<file path="config.mk">
export PLATFORM = sky130hd
export DESIGN_NAME = mux_rr_arb_flat
export DESIGN_NICKNAME = d
export VERILOG_FILES = /design/src/rtl/mux_rr_arb_if.sv /design/src/rtl/mux_rr_arb.sv /design/src/flat_wrapper.sv
export SDC_FILE = /design/constraint.sdc
export NUM_CORES = 1
export LEC_CHECK = 0
export ABC_AREA = 1
export ABC_CLOCK_PERIOD_IN_PS = 4300
export CAP_MARGIN = 20
export CORE_MARGIN = 1
export CORE_UTILIZATION = 44
export DETAILED_ROUTE_END_ITERATION = 12
export GPL_ROUTABILITY_DRIVEN = 0
export PLACE_DENSITY = 0.93
export RECOVER_POWER = 100
export SLEW_MARGIN = 10
export SYNTH_ARGS = -nofsm -noshare
export SYNTH_HDL_FRONTEND = slang
export SYNTH_SLANG_ARGS = --single-unit
export TNS_END_PERCENT = 20
</file>
<file path="constraint.sdc">
create_clock -name clk -period 4.3 [get_ports clk]
set_clock_uncertainty 0.2 [all_clocks]
set_input_delay 0.645 -clock clk [delete_from_list [all_inputs] [get_ports clk]]
set_output_delay 0.645 -clock clk [all_outputs]
set_load 0.01 [all_outputs]
</file>
<file path="src/rtl/mux_rr_arb_if.sv">
// Handshake bundle for mux_rr_arb: N producer channels fanned into one registered
// consumer stage. The slave modport is the arbiter's view of the bundle.
interface mux_rr_arb_if #(
    parameter int N     = 3,
    parameter int W     = 4,
    parameter int SEL_W = $clog2(N)
);
    logic                 mode;
    logic [N*W-1:0]       in_data;
    logic [N-1:0]         in_valid;
    logic [N-1:0]         in_ready;
    logic [W-1:0]         out_data;
    logic [SEL_W-1:0]     out_sel;
    logic                 out_valid;
    logic                 out_ready;

    modport slave (
        input  mode, in_data, in_valid, out_ready,
        output in_ready, out_data, out_sel, out_valid
    );

    modport master (
        output mode, in_data, in_valid, out_ready,
        input  in_ready, out_data, out_sel, out_valid
    );
endinterface

</file>
<file path="src/rtl/mux_rr_arb.sv">
// N-channel registered mux with round-robin / fixed-priority arbitration.
// One output stage; a new beat may load on the same edge the held beat drains.
module mux_rr_arb #(
    parameter int N     = 3,
    parameter int W     = 4,
    parameter int SEL_W = $clog2(N)
) (
    input  logic          clk,
    input  logic          rst,
    mux_rr_arb_if.slave   bus
);

    logic [W-1:0]     out_data_q,  out_data_d;
    logic [SEL_W-1:0] out_sel_q,   out_sel_d;
    logic             out_valid_q, out_valid_d;
    logic [SEL_W-1:0] ptr_q,       ptr_d;

    logic             load_en_s;
    logic             gnt_any_s;
    logic [SEL_W-1:0] gnt_idx_s;
    logic [N-1:0]     gnt_onehot_s;
    logic [W-1:0]     gnt_data_s;

    // Returns {found, index}; the search starts at 'start' (or 0 when fixed) and wraps.
    function automatic logic [SEL_W:0] find_grant(
        input logic [N-1:0]     req,
        input logic [SEL_W-1:0] start,
        input logic             fixed
    );
        logic             found;
        logic [SEL_W-1:0] g;
        logic [SEL_W-1:0] idx;
        found = 1'b0;
        g     = '0;
        idx   = fixed ? '0 : start;
        for (int k = 0; k < N; k++) begin
            if (!found && req[idx]) begin
                found = 1'b1;
                g     = idx;
            end else begin
                found = found;
            end
            idx = (idx == SEL_W'(N - 1)) ? '0 : idx + SEL_W'(1);
        end
        return {found, g};
    endfunction

    function automatic logic [W-1:0] select_data(
        input logic [N*W-1:0]   data,
        input logic [SEL_W-1:0] sel
    );
        logic [W-1:0] d;
        d = '0;
        for (int i = 0; i < N; i++) begin
            if (SEL_W'(i) == sel) begin
                d = data[i*W +: W];
            end else begin
                d = d;
            end
        end
        return d;
    endfunction

    assign load_en_s = !out_valid_q || bus.out_ready;

    // Grant: suppressed in reset and while the output stage is stalled.
    always_comb begin
        gnt_any_s    = 1'b0;
        gnt_idx_s    = '0;
        gnt_onehot_s = '0;
        if (!rst && load_en_s) begin
            {gnt_any_s, gnt_idx_s} = find_grant(bus.in_valid, ptr_q, bus.mode);
        end else begin
            gnt_any_s = 1'b0;
        end
        for (int i = 0; i < N; i++) begin
            gnt_onehot_s[i] = gnt_any_s && (SEL_W'(i) == gnt_idx_s);
        end
        gnt_data_s = select_data(bus.in_data, gnt_idx_s);
    end

    // Output stage and pointer next-state.
    always_comb begin
        out_data_d  = out_data_q;
        out_sel_d   = out_sel_q;
        out_valid_d = out_valid_q;
        ptr_d       = ptr_q;
        if (gnt_any_s) begin
            out_data_d  = gnt_data_s;
            out_sel_d   = gnt_idx_s;
            out_valid_d = 1'b1;
            if (!bus.mode) begin
                ptr_d = (gnt_idx_s == SEL_W'(N - 1)) ? '0 : gnt_idx_s + SEL_W'(1);
            end else begin
                ptr_d = ptr_q;
            end
        end else if (out_valid_q && bus.out_ready) begin
            out_valid_d = 1'b0;
        end else begin
            out_valid_d = out_valid_q;
        end
    end

    // State registers with synchronous reset.
    always_ff @(posedge clk) begin
        if (rst) begin
            out_data_q  <= '0;
            out_sel_q   <= '0;
            out_valid_q <= 1'b0;
            ptr_q       <= '0;
        end else begin
            out_data_q  <= out_data_d;
            out_sel_q   <= out_sel_d;
            out_valid_q <= out_valid_d;
            ptr_q       <= ptr_d;
        end
    end

    assign bus.in_ready  = gnt_onehot_s;
    assign bus.out_data  = out_data_q;
    assign bus.out_sel   = out_sel_q;
    assign bus.out_valid = out_valid_q;

endmodule

</file>
<file path="src/flat_wrapper.sv">
// flat-port wrapper written by rule: the top's interface ports become plain ports
module mux_rr_arb_flat 
#(
    parameter int N     = 3,
    parameter int W     = 4,
    parameter int SEL_W = $clog2(N)
)
  (clk, rst, bus_mode, bus_in_data, bus_in_valid, bus_out_ready, bus_in_ready, bus_out_data, bus_out_sel, bus_out_valid);
  mux_rr_arb_if #(.N(N), .W(W), .SEL_W(SEL_W)) bus_i ();
  input  logic clk;
  input  logic rst;
  input wire logic [$bits(bus_i.mode)-1:0] bus_mode;
  input wire logic [$bits(bus_i.in_data)-1:0] bus_in_data;
  input wire logic [$bits(bus_i.in_valid)-1:0] bus_in_valid;
  input wire logic [$bits(bus_i.out_ready)-1:0] bus_out_ready;
  output wire logic [$bits(bus_i.in_ready)-1:0] bus_in_ready;
  output wire logic [$bits(bus_i.out_data)-1:0] bus_out_data;
  output wire logic [$bits(bus_i.out_sel)-1:0] bus_out_sel;
  output wire logic [$bits(bus_i.out_valid)-1:0] bus_out_valid;
  assign bus_i.mode = bus_mode;
  assign bus_i.in_data = bus_in_data;
  assign bus_i.in_valid = bus_in_valid;
  assign bus_i.out_ready = bus_out_ready;
  assign bus_in_ready = bus_i.in_ready;
  assign bus_out_data = bus_i.out_data;
  assign bus_out_sel = bus_i.out_sel;
  assign bus_out_valid = bus_i.out_valid;
  mux_rr_arb #(.N(N), .W(W), .SEL_W(SEL_W)) u_core (.clk(clk), .rst(rst), .bus(bus_i));
endmodule
</file>
==> impl_metrics.csv <==
group,metric,value,unit
timing,finalSetupTns,0,ns
critical_path,rrSetupSlack,2.22,ns
yosys,synth-seq-cells,9,
floorplanning,fp.dieArea,0.001711,mm2
status,run_status,"completed",
critical_path,cp-start-kind,"primary input",
drt,final_antenna_net_count,0,
critical_path,crit_path_end_kind,"output pin",
grt,antenna_found_initial,0,
timing,setup_viol,0,
drt,drt-total-wl,1.882,mm
timing,fin_hold_ws,0.2713,ns
critical_path,path_max_fanout,7,
pwr,power_switching,0.08717,mW
cts,clock-root-buffer,"clkbuf_4",
timing,worst_slack,0.3587,ns
critical_path,worstReg2RegEnd,"u_core.bus.out_data[1]",
timing,tightest_slew,0.3138,ns
cts,clkSinkCount,9,
yosys,netlist_area,681.9,um2
yosys,avgSynthCellArea,6.199,um2
timing,drv_slew,0,
grt,grt_max_degree,12,
drt,vias,858,
timing,fin_crit,3.941,ns
floorplanning,core_area,0.001366,mm2
cts,clk_path_buf_depth,2,
pwr,p_clk_share,25.9,%
min_path,hp-class,"reg2reg",
finish,diodes,0,
yosys,synth.area.top_cells,"dfxtp_1, nand2_1, nand3_1",
floorplanning,ioPinCount,29,
pwr,cellInternalPower,0.1742,mW
pwr,p_per_area,263.7,mW/mm2
finish,layout-drive-gt1-share,15.60,%
yosys,yosysMostFrequentCell,"nand2_1",
pwr,power.leakage,0.4884,nW
drt,drcViolationCount,0,
yosys,synth.distinct_cells,20,
critical_path,worstRegToRegCells,12,
critical_path,criticalPathCategory,"in2out",
floorplanning,die_h,41.37,um
grt,overflow,0,
timing,rsz0062_at_grt,"false",
cts,htree_levels,1,
timing,hold_viol,0,
critical_path,arrival,3.10,ns
cts,cts_tree,"built",
yosys,yosys.area.top_type,"dfxtp_1",
pwr,pwr-share-seq,38.0,%
grt,grt.total_usage,25.39,%
finish,fillers,114,
cts,cts.clk_slew.worst_paths,0.06,ns
floorplanning,start_util,49.91,%
yosys,synth_edf_count,0,
drt,viasPerCell,5.500,
cts,clk_latency,0.27,ns
timing,fin_crit_sh,91.66,%
timing,max_freq,253.7,MHz
yosys,syn_nets,129,
yosys,synth_ff_type,"dfxtp_1",
floorplanning,std_cell_rows,13,
grt,grt_pass1_wl,2.808,mm
pwr,switching_share,33.35,%
yosys,yosysWarnings,0,
pwr,irDropWorstVdd,0.2110,mV
pwr,pwr-share-comb,36.1,%
finish,nNetsFinal,161,
placement,io_buffer_count,28,
yosys,yosysSeqAreaShare,26.42,%
min_path,min_path_cells,2,
floorplanning,die_x,41.37,um
yosys,synth_common_cells,"nand2_1, inv_1, nand3_1",
placement,post-place-ws,0.6516,ns
cts,cts_resized,0,
cts,postCtsHoldBufs,0,
yosys,synth_top_area_share,26.42,%
drt,drtIter0Drc,32,
placement,hpwl,1.480,mm
timing,relSlewSlack,79.03,%
cts,postCtsSetupBuffers,0,
yosys,async_reset_ff_share,0,%
critical_path,cp.required,3.45,ns
critical_path,r2r_start,"u_core.ptr_q[0]",
cts,cts_buffers,3,
job,drv_cap,0,
critical_path,cp-startpoint,"bus_mode",
grt,grt_pass1_vias,736,
drt,firstDrtPassIters,4,
critical_path,cp-endpoint,"bus_in_ready[1]",
yosys,synth_cells,110,
drt,drt-wirelength-per-cell,12.06,um
finish,syn_to_final_growth,45.32,%
## cells by family (layout without fill, tap and decap cells)
kind of cell / count (synthesis) / in the layout / share of synthesized area, %
simple gates: 63 / 63 / 46.42
buf+inv: 20 / 51 / 12.48
compound gates: 18 / 18 / 14.68
flops: 9 / 9 / 26.42
## flip-flops by register name (all words and copies together) (netlist names)
register,count
u_core.bus.out_data,4
u_core.bus.out_sel,2
u_core.ptr_q,2
u_core.bus.out_valid,1
## per-stage QoR
step                      power, mW  utilization [%]  instances  instance area (um2)
final                        0.2614            72.53        156                991.0
after global routing         0.2758            72.53        156                991.0
after CTS                    0.2664            72.89        156                996.0
after detailed placement     0.1990            70.97        152                969.7
after global placement       0.1956            70.97        152                969.7
after floorplan              0.1508                -        110                681.9
## cells in the final DEF, fill, tap and decap left out, drive strengths merged
master	count
a21oi	9
clkbuf	4
clkdlybuf4s50	18
clkinv	1
dfxtp	9
dlygate4sd3	10
inv	18
nand2	29
nand3	16
nand4	2
nor2	16
o2111ai	1
o211ai	1
o21ai	7
## routing by layer
metal  track usage, %  part of all wire (%)  wire length, um  vias up
li1                 -                     -                -      422
met1            26.14                    39              734      386
met2            47.66                    53              996       47
met3            6.915                   7.0              132        3
met4            10.48                  0.96               18        0
met5                0                     0                0        -
## cell type report
cell class                 instances  area [um2]  area share [%]
clock buffer                       4       26.28           2.652
timing repair buffer              28       280.3           28.28
multi-input combinational         81       411.6           41.54
tap                               15       18.77           1.894
sequential                         9       180.2           18.18
inverter                          19       73.82           7.449
## how the worst min path moves through the flow
stage                                       end  slack [ns]             startpoint
after floorplan           u_core.bus.out_sel[0]        0.28  u_core.bus.out_sel[0]
after global placement    u_core.bus.out_sel[0]        0.25  u_core.bus.out_sel[0]
after detailed placement  u_core.bus.out_sel[1]        0.26  u_core.bus.out_sel[1]
after CTS                 u_core.bus.out_sel[0]        0.28  u_core.bus.out_sel[0]
after global routing      u_core.bus.out_sel[1]        0.30  u_core.bus.out_sel[1]
final                     u_core.bus.out_sel[0]        0.27  u_core.bus.out_sel[0]
## critical path: stages
cell and delay [ns]:
dlygate4sd3_1 0.63, inv_2 0.14, nand2_4 0.07, nor2_1 0.22
nand2_2 0.12, nand3_2 0.11, nand3_1 0.09, nand3_1 0.10
nand2_1 0.20, inv_4 0.15, dlygate4sd3_1 0.62
## power by group through the flow
| stage | clock network [mW] | logic (mW) | registers (mW) |
|---|---|---|---|
| after global routing | 0.0725 | 0.103 | 0.100 |
| after CTS | 0.0684 | 0.0983 | 0.0997 |
| after detailed placement | 0 | 0.0976 | 0.101 |
| final | 0.0676 | 0.0944 | 0.0994 |
| after global placement | 0 | 0.0947 | 0.101 |
| after floorplan | 0 | 0.0466 | 0.104 |
Note: power is estimated with default switching activity, not from simulation.
